**src/rtl/bcd_addsub_responder.sv**
```systemverilog
// Digit-serial packed-BCD adder/subtractor responder for the operand1/operand2/E interface.
// Optional macro DEC_SUB_EN enables subtraction (sub input, borrow logic and the FIX state).
module bcd_addsub_responder #(
  parameter int unsigned NDIGITS = 8
) (
  input  logic                   clk,
  input  logic                   rst,
  input  logic                   E,
  input  logic [4*NDIGITS-1:0]   operand1,
  input  logic [4*NDIGITS-1:0]   operand2,
  input  logic                   sub,
  output logic [4*NDIGITS-1:0]   Result,
  output logic [3:0]             Flags,
  output logic                   busy,
  output logic                   done
);

  localparam int unsigned W  = 4 * NDIGITS;
  localparam int unsigned CW = $clog2(NDIGITS + 1);

  typedef enum logic [2:0] {
    StIdle,
    StCheck,
    StAdd,
    StDone
`ifdef DEC_SUB_EN
    , StFix
`endif
  } state_e;

  state_e          state_q;
  logic [W-1:0]    a_q;
  logic [W-1:0]    b_q;
  logic [W-1:0]    r_q;
  logic            c_q;
  logic [CW-1:0]   idx_q;
`ifdef DEC_SUB_EN
  logic            sub_q;
`else
  logic            unused_sub;
  assign unused_sub = sub;
`endif

  function automatic logic has_invalid(input logic [W-1:0] v);
    logic bad;
    bad = 1'b0;
    for (int i = 0; i < NDIGITS; i++) begin
      if (v[4*i +: 4] > 4'd9) bad = 1'b1;
    end
    return bad;
  endfunction

  logic [3:0]   dig;
  logic         c_next;
  logic [W-1:0] r_shift;
  logic         last_dig;
  logic [4:0]   sum;
`ifdef DEC_SUB_EN
  logic [4:0]   need;
  logic [3:0]   fix_dig;
  logic         fix_borrow;
  logic [4:0]   fix_need;
  logic [W-1:0] fix_shift;
`endif

  assign last_dig = (idx_q == CW'(NDIGITS - 1));

  always_comb begin
    sum    = {1'b0, a_q[3:0]} + {1'b0, b_q[3:0]} + {4'b0, c_q};
    dig    = (sum > 5'd9) ? 4'(sum - 5'd10) : sum[3:0];
    c_next = (sum > 5'd9);
`ifdef DEC_SUB_EN
    need = {1'b0, b_q[3:0]} + {4'b0, c_q};
    if (sub_q) begin
      if ({1'b0, a_q[3:0]} < need) begin
        dig    = 4'({1'b0, a_q[3:0]} + 5'd10 - need);
        c_next = 1'b1;
      end else begin
        dig    = 4'({1'b0, a_q[3:0]} - need);
        c_next = 1'b0;
      end
    end
    // Ten's complement: 0 - raw, borrow rippling up from digit 0.
    fix_need   = {1'b0, r_q[3:0]} + {4'b0, c_q};
    fix_borrow = (fix_need != 5'd0);
    fix_dig    = fix_borrow ? 4'(5'd10 - fix_need) : 4'd0;
    fix_shift  = (r_q >> 4) | (W'(fix_dig) << (W - 4));
`endif
    r_shift = (r_q >> 4) | (W'(dig) << (W - 4));
  end

  always_ff @(posedge clk) begin
    if (rst) begin
      state_q <= StIdle;
      Result  <= '0;
      Flags   <= '0;
      busy    <= 1'b0;
      done    <= 1'b0;
      a_q     <= '0;
      b_q     <= '0;
      r_q     <= '0;
      c_q     <= 1'b0;
      idx_q   <= '0;
`ifdef DEC_SUB_EN
      sub_q   <= 1'b0;
`endif
    end else begin
      case (state_q)
        StIdle: begin
          done <= 1'b0;
          if (E) begin
            a_q     <= operand1;
            b_q     <= operand2;
`ifdef DEC_SUB_EN
            sub_q   <= sub;
`endif
            busy    <= 1'b1;
            state_q <= StCheck;
          end
        end
        StCheck: begin
          if (has_invalid(a_q) || has_invalid(b_q)) begin
            Result  <= '0;
            Flags   <= 4'b1000;
            done    <= 1'b1;
            state_q <= StDone;
          end else begin
            idx_q   <= '0;
            c_q     <= 1'b0;
            state_q <= StAdd;
          end
        end
        StAdd: begin
          a_q   <= a_q >> 4;
          b_q   <= b_q >> 4;
          r_q   <= r_shift;
          c_q   <= c_next;
          idx_q <= idx_q + 1'b1;
          if (last_dig) begin
`ifdef DEC_SUB_EN
            if (sub_q && c_next) begin
              idx_q   <= '0;
              c_q     <= 1'b0;
              state_q <= StFix;
            end else begin
              Result  <= r_shift;
              // After a borrow-free subtract c_next is 0, so C is 0 there.
              Flags   <= {2'b00, c_next, (r_shift == '0)};
              done    <= 1'b1;
              state_q <= StDone;
            end
`else
            Result  <= r_shift;
            Flags   <= {2'b00, c_next, (r_shift == '0)};
            done    <= 1'b1;
            state_q <= StDone;
`endif
          end
        end
`ifdef DEC_SUB_EN
        StFix: begin
          r_q   <= fix_shift;
          c_q   <= fix_borrow;
          idx_q <= idx_q + 1'b1;
          if (last_dig) begin
            Result  <= fix_shift;
            Flags   <= 4'b0100;
            done    <= 1'b1;
            state_q <= StDone;
          end
        end
`endif
        StDone: begin
          done    <= 1'b0;
          busy    <= 1'b0;
          state_q <= StIdle;
        end
        default: state_q <= StIdle;
      endcase
    end
  end

endmodule

```
**config.mk**
```make
export PLATFORM = sky130hd
export DESIGN_NAME = bcd_addsub_responder
export DESIGN_NICKNAME = d
export VERILOG_FILES = /design/src/rtl/bcd_addsub_responder.sv
export SDC_FILE = /design/constraint.sdc
export NUM_CORES = 1
export LEC_CHECK = 0
export BUFFER_PORTS_ARGS = -buffer_cell sky130_fd_sc_hd__buf_4
export CAP_MARGIN = 20
export CORE_MARGIN = 4
export CORE_UTILIZATION = 25
export CTS_CLUSTER_DIAMETER = 40
export DETAILED_ROUTE_END_ITERATION = 10
export GPL_TIMING_DRIVEN = 1
export PLACE_DENSITY_LB_ADDON = 0.2
export SYNTH_ARGS = -nofsm -noshare
export SYNTH_HDL_FRONTEND = slang
export SYNTH_SLANG_ARGS = --single-unit
```
**constraint.sdc**
```tcl
create_clock -name clk -period 3.8 [get_ports clk]
set_input_delay 1.14 -clock clk [delete_from_list [all_inputs] [get_ports clk]]
set_output_delay 1.14 -clock clk [all_outputs]
set_load 0.01 [all_outputs]
```
==> impl_metrics.json, run 1 <==
{
  "stdcell_count": 1054,
  "cts_tree": "yes",
  "via_per_inst": 4.688,
  "grt_overflow_total": 0,
  "cts_made_buffers": 17,
  "place_congestion": 0.7435,
  "placed_cell_area_sq_um": 7118,
  "hold_viol": 0,
  "yosys-mux-area-fraction_pct": 13.56,
  "clockBufferDepth": 2,
  "synth.net_count": 722,
  "drc": 0,
  "synth-simple-area-share_pct": 13.34,
  "outcome": "completed",
  "ant_nets": 0,
  "clkTransAtPathRegs_ns": 0.06,
  "initial_core_util_pct": 25.63,
  "die_y_um": 163.6,
  "layout-drive-gt1-share_pct": 20.68,
  "period_needed_ns": 3.151,
  "stdcell_area_sq_um": 7717,
  "worstHoldStart": "done",
  "r2r_cells": 10,
  "die_width_um": 163.6,
  "post_cts_resize_count": 0,
  "io_buffers": 103,
  "grt_max_degree": 113,
  "synth_cells": 642,
  "synth_area_sq_um": 6051,
  "layout_commonest_cell": "dfxtp_1",
  "yosys_register_bits": 136,
  "reg2reg_slack_ns": 0.65,
  "p_leak_nw": 2.888,
  "ys_types": 55,
  "synth.avg_cell_area_sq_um": 9.425,
  "root_buffer": "clkbuf_16",
  "cts.hold.buffers_added": 0,
  "tightest_slew_ns": 0.7904,
  "drt-initial-drc-count": 323,
  "synth_flop_cell": "dfxtp_1",
  "diodes": 0,
  "fin_worst_skew_ns": 0.008924,
  "grt_antenna_before_repair": 0,
  "multi_input_area_sq_um": 3089,
  "vdd.ir_drop.worst_v": 0.0003296,
  "seq_area_sq_um": 2723,
  "slew-limit-headroom_pct": 47.11,
  "fillers": 2485,
  "design.core.area_sq_um": 23610,
  "die_area_sq_um": 26760,
  "synth-edff-count": 0,
  "path_class": "flip-flop to flip-flop",
  "yosysWarnings": 0,
  "grt_pass1_vias": 4807,
  "setup_slack_ns": 0.6492,
  "arrival_ns": 3.46,
  "rsz0062_at_grt": "no",
  "setup_viol": 0,
  "critical_path_required_ns": 4.11,
  "cp_max_fo": 6,
  "finalSetupTns_ns": 0,
  "drv_cap": 0,
  "timing.rr.start": "a_q[0]",
  "h-tree-depth": 4,
  "period_share_pct": 82.91,
  "async_reset_ff_share_pct": 0,
  "synth_top_family_by_area": "compound AO/OA/AOI/OAI gates",
  "yosys.area_share.xor_xnor_pct": 0.2688,
  "place_inst": 1022,
  "timing.rr.end": "r_q[30]",
  "synth_adder_area_share_pct": 2.730,
  "grt_first_pass_wirelength_um": 26080,
  "num_rows": 56,
  "clock_sinks": 136,
  "pwr_density_cell_nw_per_um2": 824.4,
  "wirelength_um": 16240,
  "synth_compound_area_share_pct": 20.70,
  "min_to": "done",
  "cts_setup_buffers": 0,
  "post-dp-hpwl_um": 11080,
  "nets": 802,
  "min_path_cells": 2,
  "fmax_ghz": 0.3174,
  "hold_class": "flip-flop to flip-flop",
  "first_pass_iters": 4,
  "final_cell_mix": "dfxtp_1 (136), buf_4 (109), nor2_1 (104), mux2i_1 (82), a211oi_1 (62)",
  "num_vias": 4941,
  "ios": 106,
  "start_kind": "flip-flop",
  "maxSlewViolCount": 0,
  "wire_per_inst_um": 15.41,
  "yosysSeqAreaShare_pct": 45.00,
  "endpoint_kind": "flip-flop",
  "pre_cts_slack_ns": 0.6542,
  "startpoint": "a_q[0]",
  "clk_latency_ns": 0.42,
  "grt_usage_pct": 12.28,
  "area_growth_pct": 27.54
}
-- power by group --
group,internal (mW),switching [mW],leakage (nW)
registers,1.80,0.296,1.11
logic,1.01,1.58,1.48
clock network,1.03,0.650,0.294
-- stage by stage --
step / power, mW / util [%] / hold WS (ns)
floorplan: 4.073 / - / 0.4638
global placement: 4.722 / 30.15 / 0.4512
detailed placement: 4.742 / 30.15 / 0.4613
CTS: 6.447 / 32.68 / 0.4695
global route: 6.844 / 32.68 / 0.4833
finish: 6.362 / 32.68 / 0.4628
-- layout make-up --
cell class | instances | area share [%]
Sequential cell | 136 | 35.28
Multi-Input combinational cell | 443 | 40.03
Clock inverter | 15 | 2.254
Clock buffer | 17 | 5.512
Timing Repair Buffer | 111 | 11.12
Inverter | 13 | 0.6323
Tap cell | 319 | 5.172
-- worst max-delay path, stage by stage, from the launching register on --
cell and delay (ns):
dfxtp_1 0.33, fa_1 0.47, fa_1 0.44, xor2_2 0.27, inv_2 0.07, ha_1 0.27
nor2b_1 0.17, a21o_1 0.19, or4b_1 0.45, and3_1 0.18, a31o_1 0.21
-- worst max-delay path by stage --
stage                   end  slack [ns]  depth (start not counted)
floorplan           r_q[30]        0.81                         10
global placement    r_q[30]        0.67                         10
detailed placement  r_q[30]        0.65                         10
CTS                 r_q[30]        0.65                         10
global route        r_q[30]        0.51                         10
finish              r_q[30]        0.65                         10
-- cells in the mapped netlist (all sizes together) (2+ instances only) --
cell	n	area (sq um)
a32o	28	280.3
a211oi	62	465.5
dfxtp	136	2723
o32ai	5	43.79
nor3b	5	37.54
mux2i	82	820.8
nor4	8	50.05
a2111oi	2	17.52
or3	3	18.77
a21boi	2	15.02
fa	2	40.04
o21ai	26	148.9
nand3	8	40.04
a21o	4	30.03
a31oi	4	25.02
nor2	105	394.1
a22oi	4	30.03
clkbuf	35	131.4
a311oi	3	26.28
nand4	6	37.54
inv	12	45.04
buf	15	82.58
and3	2	12.51
nor3	4	20.02
nand2b	3	18.77
a21oi	23	115.1
ha	10	125.1
nand2	17	63.81
nor2b	8	50.05
-- layer usage --
layer	vias up	global-route usage (%)	share of wire (%)
li1	2547	-	-
met1	2297	16.76	49
met2	80	18.72	45
met3	17	3.533	4.2
met4	0	3.965	1.5
met5	-	0	0
-- cells by family (layout without fill, tap and decap cells) --
family | after synthesis | count (layout)
adder cells (fa/ha/maj) | 12 | 12
AND/OR/NAND/NOR | 177 | 177
multiplexers | 82 | 82
AO/OA/AOI/OAI | 170 | 170
flip-flops | 136 | 136
XOR/XNOR | 1 | 1
buffers and inverters | 63 | 156
other | 1 | 1
-- state kept, by name, indices dropped and copies added (netlist names) --
name	count
r_q	28
state_q	2
idx_q	4
busy	1
Result	32
a_q	32
Flags	3
done	1
b_q	32
c_q	1
Power figures use the tool's default switching activity.
==> run 2, diff against run 1 <==
--- a/config.mk
+++ b/config.mk
@@ -5,6 +5,7 @@
 export SDC_FILE = /design/constraint.sdc
 export NUM_CORES = 1
 export LEC_CHECK = 0
+export ABC_AREA = 1
 export BUFFER_PORTS_ARGS = -buffer_cell sky130_fd_sc_hd__buf_4
 export CAP_MARGIN = 20
 export CORE_MARGIN = 4
==> constraint.sdc (replaced) <==
create_clock -name clk -period 2.95 [get_ports clk]
set_input_delay 0.885 -clock clk [delete_from_list [all_inputs] [get_ports clk]]
set_output_delay 0.885 -clock clk [all_outputs]
set_load 0.01 [all_outputs]
==> run 2 against run 1 <==
Total power rose by 18%. Register-to-register slack got worse by 0.30 ns. Critical endpoint is now Result[30]. First-iteration DRC count rose by 17%. Sequential power rose by 23%. Die area fell by 2.3%. Largest power group unchanged. Critical path depth rose by 3. Worst setup slack got worse by 0.30 ns. Hold slack improved by 0.0020 ns. Maximum frequency rose by 21%. Sequential share of layout area rose by 1.1 points. Global-route usage rose by 0.39 points.
==> impl_metrics.json, run 2 <==
{
  "cpMostUsedCell": "nand2_1",
  "h-tree-depth": 4,
  "maxSlewViolCount": 0,
  "slew-limit-headroom_pct": 51.90,
  "cp_slowest_cell": "fa_1",
  "drt-initial-drc-count": 379,
  "critPathBufInv": 2,
  "cp_cell_sequence": "fa_1 -> fa_1 -> inv_1 -> ha_1 -> inv_1 -> nor2_1 -> a21oi_1 -> nand2_1 -> nand2_1 -> nand2_1 -> a21oi_1 -> nand2_1 -> a21oi_1",
  "diodes": 0,
  "crit_family": "adder cells",
  "fillers": 2534,
  "critical_path_required_ns": 3.29,
  "grt_overflow_total": 0,
  "yosys.area.top_type": "dfxtp_1",
  "post_cts_resize_count": 0,
  "intPower_mw": 4.431,
  "design.core.area_sq_um": 22920,
  "synth.net_count": 893,
  "drc": 0,
  "place_congestion": 0.7156,
  "period_needed_ns": 2.603,
  "drv_cap": 0,
  "cp.depth": 13,
  "hold_viol": 0,
  "clock_power_share_pct": 28.8,
  "min_path_cells": 2,
  "clk_latency_ns": 0.42,
  "cp_max_fo": 4,
  "cts.hold.buffers_added": 0,
  "path_class": "flip-flop to flip-flop",
  "async_reset_ff_share_pct": 0,
  "grt_antenna_before_repair": 0,
  "synth.top_cells.by_area": "dfxtp_1 (46%), nand2_1 (16%), a21oi_1 (7.4%), o21ai_0 (6.4%), a31oi_1 (5.1%)",
  "synth_flop_cell": "dfxtp_1",
  "clkTransAtPathRegs_ns": 0.06,
  "fin_util_pct": 32.63,
  "die_width_um": 161.6,
  "synth-edff-count": 0,
  "num_vias": 5461,
  "fmax_ghz": 0.3842,
  "grt_first_pass_wirelength_um": 27200,
  "setup_viol": 0,
  "stdcell_count": 1211,
  "synth_cells": 813,
  "stdcell_area_sq_um": 7477,
  "largestRegisters": "Result x32, a_q x32, b_q x32",
  "synth_area_sq_um": 5902,
  "initial_core_util_pct": 25.75,
  "fin_hold_ws_ns": 0.4648,
  "io_buffers": 103,
  "finalSetupTns_ns": 0,
  "period_share_pct": 88.23,
  "start_kind": "flip-flop",
  "vdd.ir_drop.worst_v": 0.0005592,
  "root_buffer": "clkbuf_16",
  "yosysSeqAreaShare_pct": 46.13,
  "synth.most_common_cell": "nand2_1",
  "grt_pass1_vias": 5245,
  "wirelength_um": 16140,
  "first_pass_iters": 4,
  "cts_setup_buffers": 0,
  "synth_common_cells": "nand2_1 (246), dfxtp_1 (136), a21oi_1 (87)",
  "arrival_ns": 2.94,
  "place_inst": 1179,
  "via_per_inst": 4.509,
  "die_y_um": 161.6,
  "r2r_cells": 13,
  "cts_made_buffers": 17,
  "clock_sinks": 136,
  "placed_cell_area_sq_um": 6883,
  "outcome": "completed",
  "endpoint_kind": "flip-flop",
  "p_leak_nw": 2.993,
  "yosys.area.top_type_share_pct": 46.13,
  "critPathMaxStageDelay_ns": 0.55,
  "die_area_sq_um": 26130,
  "p_sw_share_pct": 40.98,
  "layout-drive-gt1-share_pct": 16.93,
  "synth.avg_cell_area_sq_um": 7.259,
  "cts_tree": "yes",
  "fin_worst_skew_ns": 0.01288,
  "ys_types": 32,
  "grt_usage_pct": 12.67,
  "post-dp-hpwl_um": 10550,
  "ant_nets": 0,
  "grt_max_degree": 105,
  "combPwrFrac_pct": 37.1,
  "wire_per_inst_um": 13.32,
  "final_cell_mix": "nand2_1 (246), dfxtp_1 (136), buf_4 (108), a21oi_1 (87), o21ai_0 (76)",
  "hold_class": "flip-flop to flip-flop",
  "clockBufferDepth": 2,
  "area_growth_pct": 26.69,
  "tightest_slew_ns": 0.7206,
  "ios": 106,
  "seqPwrFrac_pct": 34.2,
  "nets": 965,
  "yosys_register_bits": 136,
  "num_rows": 55,
  "power_switching_mw": 3.076,
  "yosysWarnings": 0,
  "rsz0062_at_grt": "no",
  "pwr_density_cell_nw_per_um2": 1004,
  "layout_commonest_cell": "nand2_1"
}
-- run 2: cell count changes in the layout (fill, tap and decap cells not counted), moves of 31 or more --
cell | before | now
a211oi_1 | 62 | 1
nor2_1 | 104 | 57
nand3_1 | 8 | 39
mux2i_1 | 82 | 0
nand2_1 | 17 | 246
a21oi_1 | 23 | 87
o21ai_0 | 15 | 76
a31oi_1 | 4 | 48
-- run 2: power by group through the flow --
stage	logic [mW]	registers, mW	clock network (mW)
floorplan	2.20	2.54	0
global placement	2.84	2.61	0
detailed placement	2.84	2.61	0
CTS	2.85	2.57	2.22
global route	3.25	2.63	2.31
finish	2.78	2.57	2.16
-- run 2: cell type report --
cell class                 count  area (sq um)  share of cell area [%]
multi-input combinational    587          2793                   37.35
sequential                   136          2723                   36.41
timing repair buffer         110         850.8                   11.38
clock buffer                  18         429.2                   5.740
tap                          313         391.6                   5.238
clock inverter                14         165.2                   2.209
inverter                      33         125.1                   1.673
-- run 2: worst paths after layout --
path                                  from          to  slack, ns
worst max-delay path                a_q[0]  Result[30]       0.35
worst min-delay path            Result[24]  Result[24]       0.46
worst max register to register      a_q[0]  Result[30]       0.35
worst min register to register  Result[24]  Result[24]       0.46
-- run 2: worst register-to-register path, delay by kind of cell (launching register included) --
kind                       cells  cell delay (ns)
and+or+nand+nor                5             0.41
DFF                            1             0.33
AOI/OAI and AO/OA              3             0.44
adders and majority gates      3             1.20
buffers and inverters          2             0.15
-- run 2: kinds of logic (layout without fill, tap and decap cells) --
group	count (synthesis)	count (layout)	share of synthesized area (%)
AO/OA/AOI/OAI	218	218	19.78
adder cells (fa/ha/maj)	12	12	2.798
other	1	1	0.06354
flip-flops	136	136	46.13
buffers and inverters	90	175	6.890
AND/OR/NAND/NOR	356	356	24.34
-- run 2: metal layers --
layer | global-route usage, % | vias up | part of all wire, %
li1 | - | 2845 | -
met2 | 19.74 | 106 | 45
met1 | 17.44 | 2498 | 49
met5 | 0 | - | 0
met3 | 3.674 | 12 | 5.2
met4 | 2.884 | 0 | 0.76
-- run 2: stage by stage --
| stage | setup slack, ns | power [mW] |
|---|---|---|
| CTS | 0.3258 | 7.648 |
| global placement | 0.3769 | 5.448 |
| detailed placement | 0.3544 | 5.445 |
| finish | 0.3473 | 7.507 |
| floorplan | 0.5906 | 4.732 |
| global route | 0.06731 | 8.194 |
